===== src/rtl/minterm_lut_pkg.sv =====
// minterm_lut_pkg: shared types and helpers
// for the programmable minterm LUT pipeline.
package minterm_lut_pkg;

  localparam int MAX_IN = 6;

  localparam logic [7:0] DEFAULT_TT_3IN = 8'h31;

  typedef logic [MAX_IN-1:0] idx_t;

  function automatic int tt_width(input int n);
    return 1 << n;
  endfunction

endpackage


===== src/rtl/minterm_lut_pipe_lut_cell.sv =====
// lut_cell: one channel's truth table register
// with a write port and combinational read.
module lut_cell
  import minterm_lut_pkg::*;
#(
  parameter int              TT_W   = 8,
  parameter logic [TT_W-1:0] RST_TT = '0
) (
  input  logic            clk,
  input  logic            reset,
  input  logic            we,
  input  logic [TT_W-1:0] tt,
  input  idx_t            idx,
  output logic            y
);

  logic [TT_W-1:0] tt_q;
  logic [63:0]     tt_x;

  // table register, reloaded with the default on reset
  always_ff @(posedge clk or posedge reset) begin
    if (reset) begin
      tt_q <= RST_TT;
    end else if (we) begin
      tt_q <= tt;
    end
  end

  // index upper bits are always zero, so the
  // widened table never returns padding
  assign tt_x = 64'(tt_q);
  assign y    = tt_x[idx];

endmodule


===== src/rtl/minterm_lut_pipe.sv =====
// minterm_lut_pipe: N_CH run-time programmable
// N_IN-input functions behind a 2-stage pipe.
module minterm_lut_pipe
  import minterm_lut_pkg::*;
#(
  parameter int          N_IN       = 3,
  parameter int          N_CH       = 4,
  parameter int          TT_W       = tt_width(N_IN),
  parameter logic [63:0] DEFAULT_TT = 64'(DEFAULT_TT_3IN),
  localparam int         CW = (N_CH > 1) ? $clog2(N_CH) : 1
) (
  input  logic                 clk,
  input  logic                 reset,
  input  logic                 cfg_we,
  input  logic [CW-1:0]        cfg_ch,
  input  logic [TT_W-1:0]      cfg_tt,
  input  logic                 in_valid,
  output logic                 in_ready,
  input  logic [N_CH*N_IN-1:0] in_data,
  output logic                 out_valid,
  input  logic                 out_ready,
  output logic [N_CH-1:0]      out_y
);

  logic            s1_valid;
  logic            s2_valid;
  logic            s1_adv;
  logic            s2_adv;
  idx_t            idx1 [N_CH];
  logic [N_CH-1:0] look;

  assign s2_adv    = !s2_valid || out_ready;
  assign s1_adv    = s1_valid && s2_adv;
  assign in_ready  = !s1_valid || s2_adv;
  assign out_valid = s2_valid;

  for (genvar c = 0; c < N_CH; c++) begin : g_ch
    lut_cell #(
      .TT_W   (TT_W),
      .RST_TT (DEFAULT_TT[TT_W-1:0])
    ) u_cell (
      .clk   (clk),
      .reset (reset),
      .we    (cfg_we && (cfg_ch == CW'(c))),
      .tt    (cfg_tt),
      .idx   (idx1[c]),
      .y     (look[c])
    );
  end

  // stage 1: capture per-channel indices
  always_ff @(posedge clk or posedge reset) begin
    if (reset) begin
      s1_valid <= 1'b0;
      for (int c = 0; c < N_CH; c++) begin
        idx1[c] <= '0;
      end
    end else if (in_ready) begin
      s1_valid <= in_valid;
      if (in_valid) begin
        for (int c = 0; c < N_CH; c++) begin
          idx1[c] <= idx_t'(in_data[c*N_IN +: N_IN]);
        end
      end
    end
  end

  // stage 2: table lookup into the output register
  always_ff @(posedge clk or posedge reset) begin
    if (reset) begin
      s2_valid <= 1'b0;
      out_y    <= '0;
    end else begin
      if (s2_adv) begin
        s2_valid <= s1_valid;
      end
      if (s1_adv) begin
        out_y <= look;
      end
    end
  end

endmodule

===== config.mk =====
export PLATFORM = sky130hd
export DESIGN_NAME = minterm_lut_pipe
export DESIGN_NICKNAME = d
export VERILOG_FILES = /design/src/rtl/minterm_lut_pkg.sv /design/src/rtl/minterm_lut_pipe_lut_cell.sv /design/src/rtl/minterm_lut_pipe.sv
export SDC_FILE = /design/constraint.sdc
export NUM_CORES = 1
export LEC_CHECK = 0
export CAP_MARGIN = 0
export CORE_MARGIN = 2
export CORE_UTILIZATION = 53
export DETAILED_ROUTE_END_ITERATION = 6
export PLACE_DENSITY = 0.8
export SETUP_SLACK_MARGIN = 0.5
export SYNTH_ARGS = -nofsm -noshare
export SYNTH_HDL_FRONTEND = slang
export SYNTH_SLANG_ARGS = --single-unit

===== constraint.sdc =====
create_clock -name clk -period 1.8 [get_ports clk]
set_clock_uncertainty 0.05 [all_clocks]
set_input_delay 0.36 -clock clk [delete_from_list [all_inputs] [get_ports clk]]
set_output_delay 0.36 -clock clk [all_outputs]
set_load 0.05 [all_outputs]

==> results of run 1 <==
[power by group through the flow]
| stage | Clock, W | Combinational (W) | Sequential (W) |
|---|---|---|---|
| 2_1_floorplan | 0 | 0.000439 | 0.00166 |
| 3_3_place_gp | 0 | 0.000783 | 0.00154 |
| 3_5_place_dp | 0 | 0.000816 | 0.00155 |
| 4_1_cts | 0.000675 | 0.000843 | 0.00154 |
| 5_1_grt | 0.000729 | 0.000956 | 0.00158 |
| 6_report | 0.000655 | 0.000893 | 0.00155 |
[kinds of logic after synthesis]
kind of cell	count (synthesis)
buf+inv	11
flops	50
mux	68
simple gates	10
[Yosys cell counts (all sizes together)]
cell,count,area (um2)
mux2,44,495
dfrtp,38,951
mux2i,20,200
dfstp,12,315
buf,5,52.6
inv,5,18.8
mux4,4,90.1
nand2b,3,18.8
nand3b,3,22.5
and2,1,6.26
clkbuf,1,3.75
nand2,1,3.75
nand3,1,5.00
nor3b,1,18.8
[flip-flops by register name, indices dropped and copies added, names as in the netlist]
signal            cells
g_ch.u_cell.tt_q     32
idx1                 12
out_valid             1
out_y                 4
s1_valid              1
[layer usage]
layer | wire length [um] | GRT usage, %
met1 | 1880 | 24.8
met4 | 79 | 8.25
met2 | 2300 | 35.7
met3 | 129 | 5.43
met5 | 0 | 0
[worst paths after layout]
check                                               to  slack [ps]
worst min register to register               out_valid         450
worst max register to register                out_y[1]         380
worst min-delay path                          out_y[2]         350
min in group clk                             out_valid         440
max in group asynchronous       g_ch[0].u_cell.tt_q[0]         860
worst max-delay path                          in_ready         290
[critical path, cell delays in order (launching register included)]
cell      delay, ps
dfrtp_2         410
nand3b_1        130
buf_6           130
buf_12          120
[what timing repair did]
action / 4_1_cts / 5_1_grt
resized for setup: 16 / 17
buffers inserted: 2 / 1
gates cloned: 0 / 1
setup endpoints to repair: 52 / 25
hold buffers: 0 / 0
pin swaps: 1 / 1
[layout make-up]
class                           count  share of cell area, %
Inverter                            5                  0.781
Sequential cell                    50                   44.1
Clock buffer                        7                   2.99
Multi-Input combinational cell     79                   33.1
Clock inverter                      1                  0.174
Timing Repair Buffer               42                   16.6
Tap cell                           50                   2.17
[through the flow]
step                instances  worst slack, ps  setup TNS [ps]  area [um2]  hold slack [ps]
detailed placement        222            -29.5            -221        2650              439
floorplan                 139             -113           -1130        2210              348
CTS                       232              294               0        2800              351
finish                    234              295               0        2880              348
global placement          222             40.6               0        2650              414
global route              234              255               0        2880              373
==> metrics.txt, run 1 <==
Relative slew margins 72.3%; HP Class in2async; syn_area_per_cell 15.8 um2; Pins Over Slew Limit 0; first-pass GRT wire length 6760 um; first drt pass iteration count 2; number of global-route vias before repair 1398; Core Region 4000 um2; CTS Buf Count 5; RSZ-0062 raised after global routing yes; clock slew at reported path FFs 90 ps; IO buf count 32; Synth Area in XOR/XNOR 0%; fill count 261; fin util 72.1%; syn nets 166; crit path kind reg2out; CP startpoint kind flop; main combinational cell family by area after synthesis multiplexers; synthesized flop and latch total 50; gr ovfl total 0; Hold Violations, Final 0; CP Max Fanout 2; max-cap viol count 0; FF/Latch Area 1270 um2; CTS Buffer Depth 2; initial antenna violation count 0; CTS tree done; DP HPWL 3180 um; sw frac 29.5%; simple-gate portion of the synthesized area 3.41%; Flop pwr share 50.0%; Worst EP required 1390 ps; worst reg2reg path startpoint idx1[12]; fmax 664 MHz; Post-Syn Instances 139; fin crit period 1510 ps; # rows 23; status complete, no violations; crit path capture type output pin; die area 4690 um2; crit path DAT 1100 ps; gpl congestion 0.746; # DRC 0; Netlist cell types 15; Ports 33; # clock sinks 50; cells on worst reg2reg path 3; Pint 0.00218 W; NumNets Final 210; adder-cell share of the synthesized area 0%; n_diodes 0; Clock Power Share 21.2%; starting DRC count in detailed routing 18; multiplexer share of the synthesized area 35.7%; Yosys warnings 0; Die Y-Extent 68.5 um; commonest non-fill, non-tap cells in the layout mux2_2 (33), dfrtp_1 (33), clkdlybuf4s50_1 (21); combinational share of power 28.9%; Seq/Total Area, Yosys 57.5%; gr usage total 20.8%; largest net degree at the start of global routing 21; Detail Route Antenna Nets 0; vias 1279; DR WL/cell 18.7 um; Area growth syn-to-layout 30.9%; Starting Density 55.1%; final setup violating endpoints 0; Final period util 83.6%; H-tree depth 2; Compound-Gate Fraction of Synth Area 0%; drt via density 5.47; Clock Latency Late Sink 300 ps; Worst-Margin Slew 414 ps; Cell Pwr Density 1070 nW/um2; VDD IR max 615 uV; Post-Syn Area 2200 um2; P_leak 1.27 nW; die extent in x 68.5 um; Clock Tree Root clkbuf_8; sw power 0.000914 W; Tot Pwr 0.00310 W; CP Launch Point out_valid; DRT Wirelength 4390 um; share of cells above drive strength 1 51.1%; area of the multi-input gates 955 um2
(Power assumes the default switching activity.)
==> inputs of run 2 (changes only) <==
- clock period: 1.8 -> 1.6 ns (I/O delays scaled with it)
==> metrics.txt, run 2 (same netlist as run 1, synthesis figures left out) <==
number of global-route vias before repair 1454 (was 1398); Area after DPL 2800 um2 (was 2650 um2); IO buf count 32 (unchanged); largest net degree at the start of global routing 22 (was 21); vias 1348 (was 1279); CTS Buf Count 5 (unchanged); Area growth syn-to-layout 38.7% (was 30.9%); Starting Density 55.1% (unchanged); status complete, no violations (unchanged); largest stage delay on the critical path 410 ps (about the same); max-cap viol count 0 (unchanged); Hold Violations, Final 0 (unchanged); # clock sinks 50 (unchanged); Core Region 4000 um2 (unchanged); Final Cell Area 3060 um2 (was 2880 um2); Die Y-Extent 68.5 um (unchanged); Final period util 93.6%; max reg flops 32 (unchanged); drt via density 5.64 (was 5.47); Clock Latency Late Sink 300 ps (about the same); VDD IR max 620 uV (was 615 uV); Worst path slowest cell dfrtp_2 (unchanged); first-pass GRT wire length 7710 um (was 6760 um); fin crit period 1500 ps; DRT Wirelength 5040 um (was 4390 um); final setup violating endpoints 0 (unchanged); gr ovfl total 0 (unchanged); fin util 76.4% (was 72.1%); Tot Pwr 0.00401 W (was 0.00310 W); Ports 33 (unchanged); CTS Buffer Depth 2 (unchanged); first drt pass iteration count 4 (was 2); crit path kind reg2out (unchanged); Relative slew margins 74.4% (was 72.3%); commonest non-fill, non-tap cells in the layout dfrtp_1 (33), mux2_2 (24), clkdlybuf4s50_1 (22) (was mux2_2 (33), dfrtp_1 (33), clkdlybuf4s50_1 (21)); share of cells above drive strength 1 54.0% (was 51.1%); die area 4690 um2 (unchanged); # rows 23 (unchanged); HP Class in2async (unchanged); crit path capture type output pin (unchanged); CP Max Fanout 2 (unchanged); initial antenna violation count 0 (unchanged); RSZ-0062 raised after global routing yes (unchanged); DR WL/cell 21.1 um (was 18.7 um); most common cell after layout, fill and taps aside dfrtp_1; Final Non-Filler Cells 239 (was 234); die extent in x 68.5 um (unchanged); crit path DAT 1130 ps (was 1100 ps); Cell Pwr Density 1310 nW/um2 (was 1070 nW/um2); Largest Register g_ch.u_cell.tt_q (unchanged); n_diodes 0 (unchanged); fmax 668 MHz; CP startpoint kind flop (unchanged); DP Cell Count 226 (was 222); starting DRC count in detailed routing 63 (was 18); DP HPWL 3340 um (was 3180 um); worst hold slack 303 ps (was 348 ps); # DRC 0 (unchanged); NumNets Final 215 (was 210); Worst EP required 1230 ps (was 1390 ps); Largest regs g_ch.u_cell.tt_q: 32 flops, idx1: 12 flops, out_y: 4 flops (unchanged); gr usage total 24.4% (was 20.8%); Pins Over Slew Limit 0 (unchanged); clock slew at reported path FFs 80 ps (was 90 ps); Worst-Margin Slew 383 ps (was 414 ps); H-tree depth 2 (unchanged); worst-path cell chain nand3b_1 -> buf_6 -> buf_12 (unchanged); P_leak 1.37 nW (was 1.27 nW); Detail Route Antenna Nets 0 (unchanged); Clock Tree Root clkbuf_8 (unchanged); CTS tree done (unchanged); gpl congestion 0.765 (was 0.746)
[run 2: changes by cell type in the layout (fill, tap and decap cells not counted), moves of 2 or more]
cell / change
buf_12: +7
bufinv_16: +2
buf_6: -3
buf_2: +2
dlygate4sd2_1: -3
mux2_2: -9
mux2_4: +9
nand2_8: -2
[run 2: critical path: cells and delay by family, from the launching register on]
| kind | cells | cell delay, ps |
|---|---|---|
| buffers and inverters | 2 | 270 |
| DFF | 1 | 410 |
| and+or+nand+nor | 1 | 160 |
[run 2: power breakdown]
group | total, W | switching, W | internal [W]
clock network | 0.00108 | 0.000409 | 0.000667
registers | 0.00177 | 0.000207 | 0.00156
logic | 0.00117 | 0.000476 | 0.000693
[run 2: path summary, 6_finish.rpt]
path / cells past startpoint / startpoint / slack, ps / to
setup reg to reg: 5 / out_valid / 170 / idx1[8]
hold reg to reg: 1 / g_ch[1].u_cell.tt_q[6] / 460 / g_ch[1].u_cell.tt_q[6]
min in group clk: 3 / out_ready / 410 / out_valid
setup / recovery: 3 / out_valid / 100 / in_ready
hold / removal: 2 / reset / 300 / idx1[7]
max in group asynchronous: 3 / reset / 710 / g_ch[0].u_cell.tt_q[4]
[run 2: cell type report]
type,count,area [um2]
Clock buffer,6,82.6
Clock inverter,2,60.1
Timing Repair Buffer,48,607
Tap cell,50,62.6
Multi-Input combinational cell,78,948
Fill cell,213,945
Inverter,5,22.5
Sequential cell,50,1270
[run 2: through the flow]
step / setup WS [ps] / TNS [ps]
2_1_floorplan: -313 / -3480
3_3_place_gp: -94.6 / -2370
3_5_place_dp: -144 / -4310
6_report: 102 / 0
4_1_cts: 130 / 0
5_1_grt: 75.2 / 0
[run 2: routing by layer]
metal  GRT usage, %  wire length, um
met5              0                0
met2           38.7             2600
met4           13.8              231
met3           5.59              192
met1           30.7             2020
[run 2: repair_timing]
item | 4_1_cts | 5_1_grt
buffers inserted | 2 | 2
cloned | 1 | 0
gates resized for setup | 25 | 10
setup endpoints to repair | 54 | 29
pin swaps | 2 | 1
hold buffers | 0 | 0
==> inputs of run 3 (changes only) <==
- SKIP_CTS_REPAIR_TIMING: not set -> 1
==> metrics.txt, run 3 (same netlist as run 1, synthesis figures left out) <==
crit path DAT 1090 ps (was 1130 ps); commonest non-fill, non-tap cells in the layout dfrtp_1 (33), mux2_2 (24), clkdlybuf4s50_1 (22) (unchanged); Pins Over Slew Limit 0 (unchanged); M3 GR Usage 5.10% (was 5.59%); fmax 683 MHz (was 668 MHz); Clock Tree Root clkbuf_8 (unchanged); IO buf count 32 (unchanged); CP Max Fanout 2 (unchanged); first drt pass iteration count 4 (unchanged); DR WL/cell 20.2 um (was 21.1 um); slack of the critical path 136 ps (was 102 ps); Relative slew margins 74.5% (was 74.4%); vias 1311 (was 1348); max reg flops 32 (unchanged); CP startpoint kind flop (unchanged); # rows 23 (unchanged); RSZ-0062 raised after global routing yes (unchanged); worst hold slack 302 ps (was 303 ps); Hold Violations, Final 0 (unchanged); Largest Register g_ch.u_cell.tt_q (unchanged); P_leak 1.39 nW (was 1.37 nW); HP Class in2async (unchanged); Detail Route Antenna Nets 0 (unchanged); crit path capture type output pin (unchanged); Clock Latency Late Sink 300 ps (about the same); gr usage total 22.1% (was 24.4%); fin crit period 1460 ps (was 1500 ps); Tot Pwr 0.00399 W (was 0.00401 W); initial antenna violation count 0 (unchanged); Core Region 4000 um2 (unchanged); Ports 33 (unchanged); Worst-Margin Slew 382 ps (was 383 ps); Setup TNS 0 ps (unchanged); most common cell after layout, fill and taps aside dfrtp_1 (unchanged); gr ovfl total 0 (unchanged); n_diodes 0 (unchanged); first-pass GRT wire length 7110 um (was 7710 um); starting DRC count in detailed routing 64 (was 63); DP HPWL 3340 um (unchanged); Final period util 91.5% (was 93.6%); clock slew at reported path FFs 80 ps (about the same); share of cells above drive strength 1 52.7% (was 54.0%); final setup violating endpoints 0 (unchanged); Starting Density 55.1% (unchanged); VDD IR max 586 uV (was 620 uV); status complete, no violations (unchanged); Area growth syn-to-layout 38.8% (was 38.7%); number of global-route vias before repair 1410 (was 1454); Largest regs g_ch.u_cell.tt_q: 32 flops, idx1: 12 flops, out_y: 4 flops (unchanged); gr busiest metal met2 (unchanged); max-cap viol count 0 (unchanged); Worst EP required 1230 ps (about the same); fin util 76.4% (about the same); drt via density 5.51 (was 5.64); die area 4690 um2 (unchanged); H-tree depth 2 (unchanged); Cell Pwr Density 1310 nW/um2 (about the same); dpl ws -144 ps (unchanged); DRT Wirelength 4820 um (was 5040 um); largest net degree at the start of global routing 22 (unchanged); CTS Buf Count 5 (unchanged); Die Y-Extent 68.5 um (unchanged); CTS tree done (unchanged); die extent in x 68.5 um (unchanged); grt met1 use 27.4% (was 30.7%); routing usage on met2 36.3% (was 38.7%); CTS Buffer Depth 2 (unchanged); NumNets Final 214 (was 215); # clock sinks 50 (unchanged); gpl congestion 0.765 (unchanged); # DRC 0 (unchanged); crit path kind reg2out (unchanged)
==> run 3: cell types whose count changed in the layout (fill, tap and decap cells not counted), sizes merged <==
| cell | previous run | this run |
|---|---|---|
| dlygate4sd2 | 1 | 0 |
| buf | 24 | 20 |
| clkbuf | 7 | 8 |
| dlymetal6s2s | 0 | 3 |
==> run 3: routing by layer <==
layer | up-vias | part of all wire [%] | wire, um
met5 | - | 0 | 0
met4 | 0 | 2.9 | 142
met3 | 12 | 3.9 | 188
met2 | 32 | 52 | 2490
met1 | 674 | 41 | 2000
li1 | 593 | - | -
==> run 3: area by class of cell <==
class	count	area (um2)
Clock inverter	2	60.1
Tap cell	50	62.6
Timing Repair Buffer	47	608
Inverter	5	22.5
Multi-Input combinational cell	78	948
Clock buffer	6	82.6
Fill cell	214	943
Sequential cell	50	1270
==> run 3: stage by stage <==
step	cell area, um2	cells
after floorplan	2240	139
after global placement	2800	226
after detailed placement	2800	226
after CTS	2940	234
after global routing	3060	238
final	3060	238
==> run 3: power breakdown <==
group	switching [W]	internal [W]
clock	0.000412	0.000667
combinational	0.000458	0.000686
sequential	0.000207	0.00156
==> run 3: worst max-delay path, cell delays in order, from the launching register on <==
cell and delay (ps):
dfrtp_2 420, nand3b_1 130, buf_6 130, buf_12 120
==> run 3: worst paths after layout <==
path                                          end  slack, ps              startpoint  depth (start not counted)
setup / recovery                         in_ready        140               out_valid                          3
hold / removal                            idx1[7]        300                   reset                          2
setup reg to reg                         idx1[19]        220               out_valid                          5
hold reg to reg            g_ch[1].u_cell.tt_q[6]        460  g_ch[1].u_cell.tt_q[6]                          1
max in group asynchronous  g_ch[0].u_cell.tt_q[4]        710                   reset                          3
min in group clk                        out_valid        310               out_ready                          3
